### config.mk
export PLATFORM = sky130hd
export DESIGN_NAME = mem_stage_stall
export DESIGN_NICKNAME = d
export VERILOG_FILES = /design/src/rtl/mem_stage_pkg.sv /design/src/rtl/mem_stage_stall_wb_mux.sv /design/src/rtl/mem_stage_stall.sv
export SDC_FILE = /design/constraint.sdc
export NUM_CORES = 1
export LEC_CHECK = 0
export ABC_AREA = 1
export CORE_ASPECT_RATIO = 0.8
export CORE_MARGIN = 8
export CORE_UTILIZATION = 48
export CTS_CLUSTER_SIZE = 24
export DETAILED_ROUTE_END_ITERATION = 6
export PLACE_DENSITY = 0.89
export SLEW_MARGIN = 0
export SYNTH_ARGS = -nofsm -noshare
export SYNTH_HDL_FRONTEND = slang
export SYNTH_SLANG_ARGS = --single-unit
### constraint.sdc
create_clock -name clk -period 1.8 [get_ports clk]
set_input_delay 0.36 -clock clk [delete_from_list [all_inputs] [get_ports clk]]
set_output_delay 0.36 -clock clk [all_outputs]
set_load 0.05 [all_outputs]
### src/rtl/mem_stage_pkg.sv
// mem_stage_pkg: write-back source selects and memory-stage FSM states
package mem_stage_pkg;
  localparam logic [2:0] WB_MEM   = 3'd0;
  localparam logic [2:0] WB_ALU   = 3'd1;
  localparam logic [2:0] WB_PC    = 3'd2;
  localparam logic [2:0] WB_SET   = 3'd3;
  localparam logic [2:0] WB_SEXT8 = 3'd4;
  localparam logic [2:0] WB_SLBI  = 3'd5;
  localparam logic [2:0] WB_BTR   = 3'd6;
  typedef enum logic [1:0] {IDLE, BUSY, HALTED} state_t;
endpackage

### src/rtl/mem_stage_stall_wb_mux.sv
// wb_mux: seven-source write-back selector; select 7 yields zero and flags illegal
module wb_mux import mem_stage_pkg::*; #(
  parameter int DATA_W = 16
) (
  input  logic [2:0]        i_src,
  input  logic [DATA_W-1:0] i_mem_rdata,
  input  logic [DATA_W-1:0] i_alu,
  input  logic [DATA_W-1:0] i_next_pc,
  input  logic [DATA_W-1:0] i_set_val,
  input  logic [DATA_W-1:0] i_reg1,
  input  logic [7:0]        i_imm8,
  output logic [DATA_W-1:0] o_value,
  output logic              o_illegal
);
  logic [DATA_W-1:0] w_rev;
  for (genvar i = 0; i < DATA_W; i++) begin : g_rev
    assign w_rev[i] = i_reg1[DATA_W-1-i];
  end
  assign o_illegal = i_src == 3'd7;
  assign o_value = i_src == WB_MEM   ? i_mem_rdata :
                   i_src == WB_ALU   ? i_alu :
                   i_src == WB_PC    ? i_next_pc :
                   i_src == WB_SET   ? i_set_val :
                   i_src == WB_SEXT8 ? {{(DATA_W-8){i_imm8[7]}}, i_imm8} :
                   i_src == WB_SLBI  ? {i_reg1[DATA_W-9:0], i_imm8} :
                   i_src == WB_BTR   ? w_rev : '0;
endmodule

### src/rtl/mem_stage_stall.sv
// mem_stage_stall: memory stage driving a stalling req/done data memory, with timeout and halt dump
module mem_stage_stall import mem_stage_pkg::*; #(
  parameter int DATA_W  = 16,
  parameter int ADDR_W  = 16,
  parameter int TIMEOUT = 64
) (
  input  logic              clk,
  input  logic              rst,
  input  logic              in_valid,
  input  logic              mem_en,
  input  logic              mem_wr,
  input  logic              halt,
  input  logic [ADDR_W-1:0] alu_out,
  input  logic [DATA_W-1:0] reg1_data,
  input  logic [DATA_W-1:0] reg2_data,
  input  logic [DATA_W-1:0] next_pc,
  input  logic [DATA_W-1:0] set_val,
  input  logic [15:0]       instr,
  input  logic [2:0]        wb_src_in,
  input  logic              reg_wrt_in,
  output logic              stall,
  output logic              mem_req,
  output logic              mem_wr_o,
  output logic [ADDR_W-1:0] mem_addr,
  output logic [DATA_W-1:0] mem_wdata,
  input  logic [DATA_W-1:0] mem_rdata,
  input  logic              mem_done,
  output logic              mem_createdump,
  output logic              out_valid,
  output logic [DATA_W-1:0] out_wb_data,
  output logic              out_reg_wrt,
  output logic              err
);
  localparam int CNT_W = $clog2(TIMEOUT + 1);
  state_t            r_state;
  logic [CNT_W-1:0]  r_cnt;
  logic [2:0]        r_src;
  logic              r_reg_wrt;
  logic [DATA_W-1:0] r_alu, r_next_pc, r_set_val, r_reg1;
  logic [7:0]        r_imm8;
  logic              r_valid, r_wrt, r_err, r_dump;
  logic [DATA_W-1:0] r_wb;
  logic              w_idle, w_busy, w_issue, w_pass, w_halt, w_done, w_timeout, w_err_set;
  logic              w_ill, w_reg_wrt, w_unused;
  logic [DATA_W-1:0] w_alu, w_value;
  assign w_unused  = &{1'b0, instr[15:8]};
  assign w_alu     = DATA_W'(alu_out);
  assign w_idle    = rst && r_state == IDLE;
  assign w_busy    = rst && r_state == BUSY;
  assign w_issue   = w_idle && in_valid && mem_en;
  assign w_pass    = w_idle && in_valid && !mem_en;
  assign w_halt    = w_pass && halt;
  assign w_done    = w_busy && mem_done;
  assign w_timeout = w_busy && !mem_done && r_cnt == CNT_W'(TIMEOUT - 1);
  assign w_reg_wrt = w_busy ? r_reg_wrt : reg_wrt_in;
  assign w_err_set = w_timeout || (w_idle && in_valid && w_ill);
  // The timed-out instruction is dropped, so upstream is released in that cycle.
  assign stall     = w_issue || (w_busy && !mem_done && !w_timeout);
  assign mem_req   = w_issue;
  assign mem_wr_o  = w_issue && mem_wr;
  assign mem_addr  = alu_out;
  assign mem_wdata = reg2_data;
  assign mem_createdump = r_dump;
  assign out_valid      = r_valid;
  assign out_wb_data    = r_wb;
  assign out_reg_wrt    = r_wrt;
  assign err            = r_err;
  wb_mux #(.DATA_W(DATA_W)) u_wb_mux (
    .i_src       (w_busy ? r_src : wb_src_in),
    .i_mem_rdata (mem_rdata),
    .i_alu       (w_busy ? r_alu : w_alu),
    .i_next_pc   (w_busy ? r_next_pc : next_pc),
    .i_set_val   (w_busy ? r_set_val : set_val),
    .i_reg1      (w_busy ? r_reg1 : reg1_data),
    .i_imm8      (w_busy ? r_imm8 : instr[7:0]),
    .o_value     (w_value),
    .o_illegal   (w_ill)
  );
  always_ff @(posedge clk or negedge rst) begin
    if (!rst) begin
      r_state   <= IDLE;
      r_cnt     <= '0;
      r_src     <= '0;
      r_reg_wrt <= 1'b0;
      r_alu     <= '0;
      r_next_pc <= '0;
      r_set_val <= '0;
      r_reg1    <= '0;
      r_imm8    <= '0;
      r_valid   <= 1'b0;
      r_wrt     <= 1'b0;
      r_wb      <= '0;
      r_err     <= 1'b0;
      r_dump    <= 1'b0;
    end else begin
      r_valid <= w_pass || w_done;
      r_wrt   <= (w_pass || w_done) && w_reg_wrt && !w_ill;
      if (w_pass || w_done) r_wb <= w_value;
      r_err   <= r_err || w_err_set;
      r_dump  <= w_halt || (w_err_set && !r_err);
      r_cnt   <= w_busy ? r_cnt + CNT_W'(1) : '0;
      if (w_issue) begin
        r_src     <= wb_src_in;
        r_reg_wrt <= reg_wrt_in;
        r_alu     <= w_alu;
        r_next_pc <= next_pc;
        r_set_val <= set_val;
        r_reg1    <= reg1_data;
        r_imm8    <= instr[7:0];
      end
      r_state <= w_halt ? HALTED : w_issue ? BUSY : (w_done || w_timeout) ? IDLE : r_state;
    end
  end
endmodule

[Word-level counts from Yosys, hierarchy flattened]
Index checks and enable logic that the tools add are counted.
Operators by class
  equal/unequal tests: 9
  muxes and demuxes: 18
  shifts and indexed selects: 0
  multipliers: 0
  order comparisons: 0
  bitwise logic cells: 0
  reductions and logical operators: 29
  divide/modulo/power cells: 0
  add/sub/neg operators: 1
Operators with widths (number)
  $mux 16: 11
  $logic_and 1x1->1: 15
  $eq 3x3->1 const B: 4
  $mux 8: 1
  $add 7x1->7 const B: 1
  $eq 7x6->1 const B: 1
  $mux 7: 1
  $eq 3x2->1 const B: 2
  $logic_or 1x1->1: 6
  $mux 2: 3
  $logic_not 1->1: 5
  $eq 3x1->1 const B: 1
  $logic_not 3->1: 1
  $mux 3: 1
  $reduce_bool 3->1: 1
  $eq 2x1->1 const B: 1
  $logic_not 2->1: 1
  $mux 1: 1
Storage, ports and cells
  memory bits (read-only): 0
  bits of input ports: 123
  latch bits: 0
  output and inout bits: 55
  memories kept: 0
  bits in registers: 105
  RAM bits: 0

[Longest topological paths before layout]
  depth in word-level cells: 11
  depth in mapped cells: 13
  depth with buffers taken out: 12

[By module]
A second synthesis with hierarchy kept.
Unflattened totals
  cell total of the unflattened synthesis: 841
  area, all modules: 6625.1 µm²
Modules (own cells, without submodules)
  mem_stage_stall: times used 1, cells an instance 660, area an instance 5680.4 µm²
  wb_mux: times used 1, cells an instance 181, area an instance 944.7 µm²

[Worst setup path before layout]
Ideal clock, no wire load.
  path type: reg2out
  start: register r_state[1]
  end: output port mem_wr_o
  cell stages (with the launch flop): 7
  arrival: 1.862 ns
  setup slack: -0.422 ns
  cell sequence: dfrtp_1 > nor2_1 > and3_1 > nand2_1 > buf_2 > buf_2 > nor2_1
On the way
  cells in the longest elaborated chain, start to end: 5
RTL lines
  start: declaration: RTL line mem_stage_stall.sv:35  | state_t r_state;
  start signal: assignment: RTL line mem_stage_stall.sv:111  | r_state <= w_halt ? HALTED : w_issue ? BUSY : (w_done || w_timeout) ? IDLE : r_state;
  $logic_not 2->1: RTL line mem_stage_stall.sv:48  | assign w_idle = rst && r_state == IDLE;
  $logic_and 1x1->1: RTL line mem_stage_stall.sv:48
  $logic_and 1x1->1 (2 in a row): RTL line mem_stage_stall.sv:50  | assign w_issue = w_idle && in_valid && mem_en;
  $logic_and 1x1->1: RTL line mem_stage_stall.sv:60  | assign mem_wr_o = w_issue && mem_wr;
  end: declaration: RTL line mem_stage_stall.sv:23  | output logic mem_wr_o,
No other way between the ends.

[Worst setup path in the final report]
  start: register r_state[1]
  end: register r_wb[13], in the netlist out_wb_data[13]
On the way
  cells in the longest elaborated chain, start to end: 11
  elaborated cells between the ends (all ways): 28
  those cells by class: 7 x eq/ne; 13 x mux; 8 x reduce/logical
RTL lines
  $eq 2x1->1: RTL line mem_stage_stall.sv:49  | assign w_busy = rst && r_state == BUSY;
  $logic_and 1x1->1: RTL line mem_stage_stall.sv:49
  $mux 3: RTL line mem_stage_stall.sv:69  | .i_src (w_busy ? r_src : wb_src_in),
  $eq 3x3->1: RTL line mem_stage_stall_wb_mux.sv:26  | i_src == WB_BTR ? w_rev : '0;
  $mux 16: RTL line mem_stage_stall_wb_mux.sv:26
  $mux 16: RTL line mem_stage_stall_wb_mux.sv:25  | i_src == WB_SLBI ? {i_reg1[DATA_W-9:0], i_imm8} :
  $mux 16: RTL line mem_stage_stall_wb_mux.sv:24  | i_src == WB_SEXT8 ? {{(DATA_W-8){i_imm8[7]}}, i_imm8} :
  $mux 16: RTL line mem_stage_stall_wb_mux.sv:23  | i_src == WB_SET ? i_set_val :
  $mux 16: RTL line mem_stage_stall_wb_mux.sv:22  | i_src == WB_PC ? i_next_pc :
  $mux 16: RTL line mem_stage_stall_wb_mux.sv:21  | i_src == WB_ALU ? i_alu :
  $mux 16: RTL line mem_stage_stall_wb_mux.sv:20  | assign o_value = i_src == WB_MEM ? i_mem_rdata :
  end signal: assignment: RTL line mem_stage_stall.sv:98  | if (w_pass || w_done) r_wb <= w_value;
  end: declaration: RTL line mem_stage_stall.sv:42  | logic [DATA_W-1:0] r_wb;
Parallel ways exist; a longest one is shown, timed or not.
A chain may end at the register's enable or synchronous reset.

==> impl_metrics.tcl <==
set metrics [dict create \
    die-area_um2 16500 \
    critical_path.startpoint "r_state[1]" \
    antenna_found_initial 1 \
    hold_class "input pin to async pin" \
    grt_max_degree 79 \
    netlist_instances 838 \
    period_share_pct 119 \
    cts.sinks 105 \
    final_nets 1110 \
    violations "DRC, setup timing" \
    p_total_mw 5.17 \
    drc 2 \
    grt_pass1_vias 6222 \
    cts_tree "built" \
    slew_violations 0 \
    synth_top_cell_by_area "dfrtp_1" \
    layout_setup_ws_ns -0.349 \
    coreArea_um2 12300 \
    clk_latency_ns 0.36 \
    m1WireLength_mm 8.68 \
    cp_slowest_cell "dfrtp_1" \
    synth_area_um2 6060 \
    setup_violations 23 \
    stdcell_area_um2 8730 \
    die_h_um 117 \
    seqCellArea_um2 2630 \
    io_pins 178 \
    endpoint_kind "flip-flop" \
    num_antenna_cells 0 \
    fin_crit_ns 2.15 \
    crit_arrival_ns 2.40 \
    relSlewSlack_pct 73.1 \
    critPathTopFamily "simple AND/OR/NAND/NOR gates" \
    placed_area_um2 7770 \
    fin_worst_skew_ns 0.0105 \
    fillCellCount 832 \
    synth_top_cell_area_share_pct 43.4 \
    wl_mm 23.4 \
    hold_violations 0 \
    worstReg2RegEnd "out_wb_data[13]" \
    grt_usage_pct 24.4 \
    synthDistinctLibCells 31 \
    wl_met3_mm 2.98 \
    post_drt_wl_per_cell_um 20.1 \
    slowest_delay_ns 0.44 \
    num_vias 6908 \
    initial_core_util_pct 49.5 \
    critPathLaunchType "flip-flop" \
    grt_overflow 0 \
    h-tree-depth 3 \
    place_congestion 0.922 \
    areaGrowthSynthToFinish_pct 44.1 \
    synth.avg_cell_area_um2 7.23 \
    ant_nets 0 \
    hold_ws_ns 0.181 \
    place_ws_ns -0.211 \
    drt-vias-per-instance 5.94 \
    critical_path_required_ns 2.05 \
    rows 36 \
    seq_area_frac_synth_pct 43.4 \
    reg2reg_depth 13 \
    worstMarginPinSlew_ns 0.400 \
    rrSetupSlack_ns -0.35 \
    cp_num_buf_inv 4 \
    rr_startpoint "r_state[1]" \
    path_clk_slew_ns 0.08 \
    outcome "complete, but fails checks" \
    crit_fanout 8 \
    max-cap-violations 0 \
    fp.dieW_um 142 \
    port_buffers 137 \
    powerDensity_nw_per_um2 592 \
    netlist_top_cells_area "dfrtp_1 (43%), nand2_1 (18%), o21ai_0 (8.0%), nand4_1 (5.3%), buf_4 (4.3%)" \
    layout-drive-gt1-share_pct 21.1 \
    drt_first_pass_iters 7 \
    drt_iter0_drc 1136 \
    fmax_ghz 0.465 \
    numCtsBuffers 9 \
    met2WireLength_mm 10.4 \
    setup_tns_ns -5.18 \
    grt_pass1_wl_mm 31.6 \
    crit_chain "inv_2, nand3_4, buf_6, buf_4, nand2_4, nand2_4, nand3_4, buf_6, nor2_1, nor2_1, nand4_1, nand2_1, nand2_1" \
    critPathKind "flip-flop to flip-flop" \
    hpwlAfterDp_mm 13.7 \
    multi_input_area_um2 2910 \
    rsz0062_at_grt "yes" \
    routed.top_layer "met5" \
    peakVddDrop_mv 0.550 \
    yosys_warnings 0 \
    synth-seq-cells 105 \
    root_buffer "clkbuf_16" \
    syn-num-nets 962 \
    p_leak_nw 4.38 \
    clk_path_buf_depth 2 \
]
cell families (layout without fill, tap and decap cells):
group                      after synthesis  count (layout)  share of synthesized area, %
and+or+nand+nor                        452             452                          32.2
xor gates and xnor gates                 1               1                         0.145
AOI/OAI and AO/OA                      123             123                          11.2
adders and majority gates                1               1                         0.206
DFF                                    105             105                          43.4
buffers and inverters                  156             309                          12.8
synth_stat cells (all sizes together):
| cell | count |
|---|---|
| o211ai | 17 |
| clkbuf | 19 |
| nand2 | 300 |
| nor2 | 59 |
| nand4 | 52 |
| a21boi | 1 |
| a41o | 1 |
| a21oi | 5 |
| nor3 | 4 |
| ha | 1 |
| inv | 72 |
| xor2 | 1 |
| or2 | 1 |
| and3 | 2 |
| a211oi | 1 |
| buf | 65 |
| o21ai | 98 |
| dfrtp | 105 |
| nand3 | 34 |
worst register-to-register path, stage by stage (launching register included):
cell and delay (ns):
dfrtp_1 0.44, inv_2 0.11, nand3_4 0.13, buf_6 0.17
buf_4 0.14, nand2_4 0.07, nand2_4 0.10, nand3_4 0.13
buf_6 0.17, nor2_1 0.08, nor2_1 0.19, nand4_1 0.13
nand2_1 0.12, nand2_1 0.07
final cells by class:
type | count | area share (%)
multi-input cells | 577 | 33.4
flip-flops and latches | 105 | 30.1
repair buffers | 221 | 27.8
inverters | 72 | 3.18
clock buffers | 10 | 2.62
well taps | 171 | 2.45
clock inverters | 6 | 0.516
placed cells by master (no fill, tap or decap), types with 18 or more instances in the layout:
| cell | n |
|---|---|
| buf_12 | 29 |
| buf_4 | 66 |
| buf_6 | 21 |
| clkdlybuf4s50_1 | 97 |
| dfrtp_1 | 104 |
| inv_1 | 65 |
| nand2_1 | 274 |
| nand2_2 | 18 |
| nand3_1 | 22 |
| nand4_1 | 51 |
| nor2_1 | 44 |
| o21ai_0 | 88 |
registers in the layout (all words and copies together), names as in the netlist, 2 cells and up:
signal / cells
out_wb_data: 16
r_alu: 16
r_next_pc: 16
r_reg1: 16
r_set_val: 16
r_imm8: 8
r_cnt: 7
r_src: 3
r_state: 2
repair_timing:
| item | CTS | global route |
|---|---|---|
| setup buffers | 22 | 9 |
| hold buffers | 2 | 0 |
| gates resized for setup | 33 | 77 |
| pin swaps | 13 | 49 |
| setup endpoints to repair | 20 | 28 |
| gates cloned | 1 | 3 |
| hold endpoints to repair | 5 | 0 |
where the power goes:
| group | switching [mW] | leakage (nW) | total (mW) | internal [mW] |
|---|---|---|---|---|
| clock network | 0.947 | 0.136 | 1.89 | 0.946 |
| logic | 0.486 | 2.83 | 0.921 | 0.435 |
| registers | 0 | 1.41 | 2.36 | 2.36 |
per-layer routing:
metal	global-route usage [%]	vias to the layer above
li1	-	2972
met1	30.6	3134
met2	38.2	645
met3	7.80	155
met4	10.8	2
met5	0	-
per-stage QoR:
step	std cells	utilization [%]
detailed placement	1112	63.4
floorplan	838	-
global route	1162	71.3
global placement	1112	63.4
finish	1162	71.3
CTS	1153	68.1
how the worst max path moves through the flow:
stage	end	slack [ns]	depth (start not counted)
after floorplan	mem_wr_o	-0.05	6
after global placement	out_wb_data[9]	-0.20	11
after detailed placement	out_wb_data[1]	-0.21	11
after CTS	stall	-0.17	9
after global routing	out_wb_data[2]	-0.39	12
final	out_wb_data[13]	-0.35	13
Power figures use the tool's default switching activity.
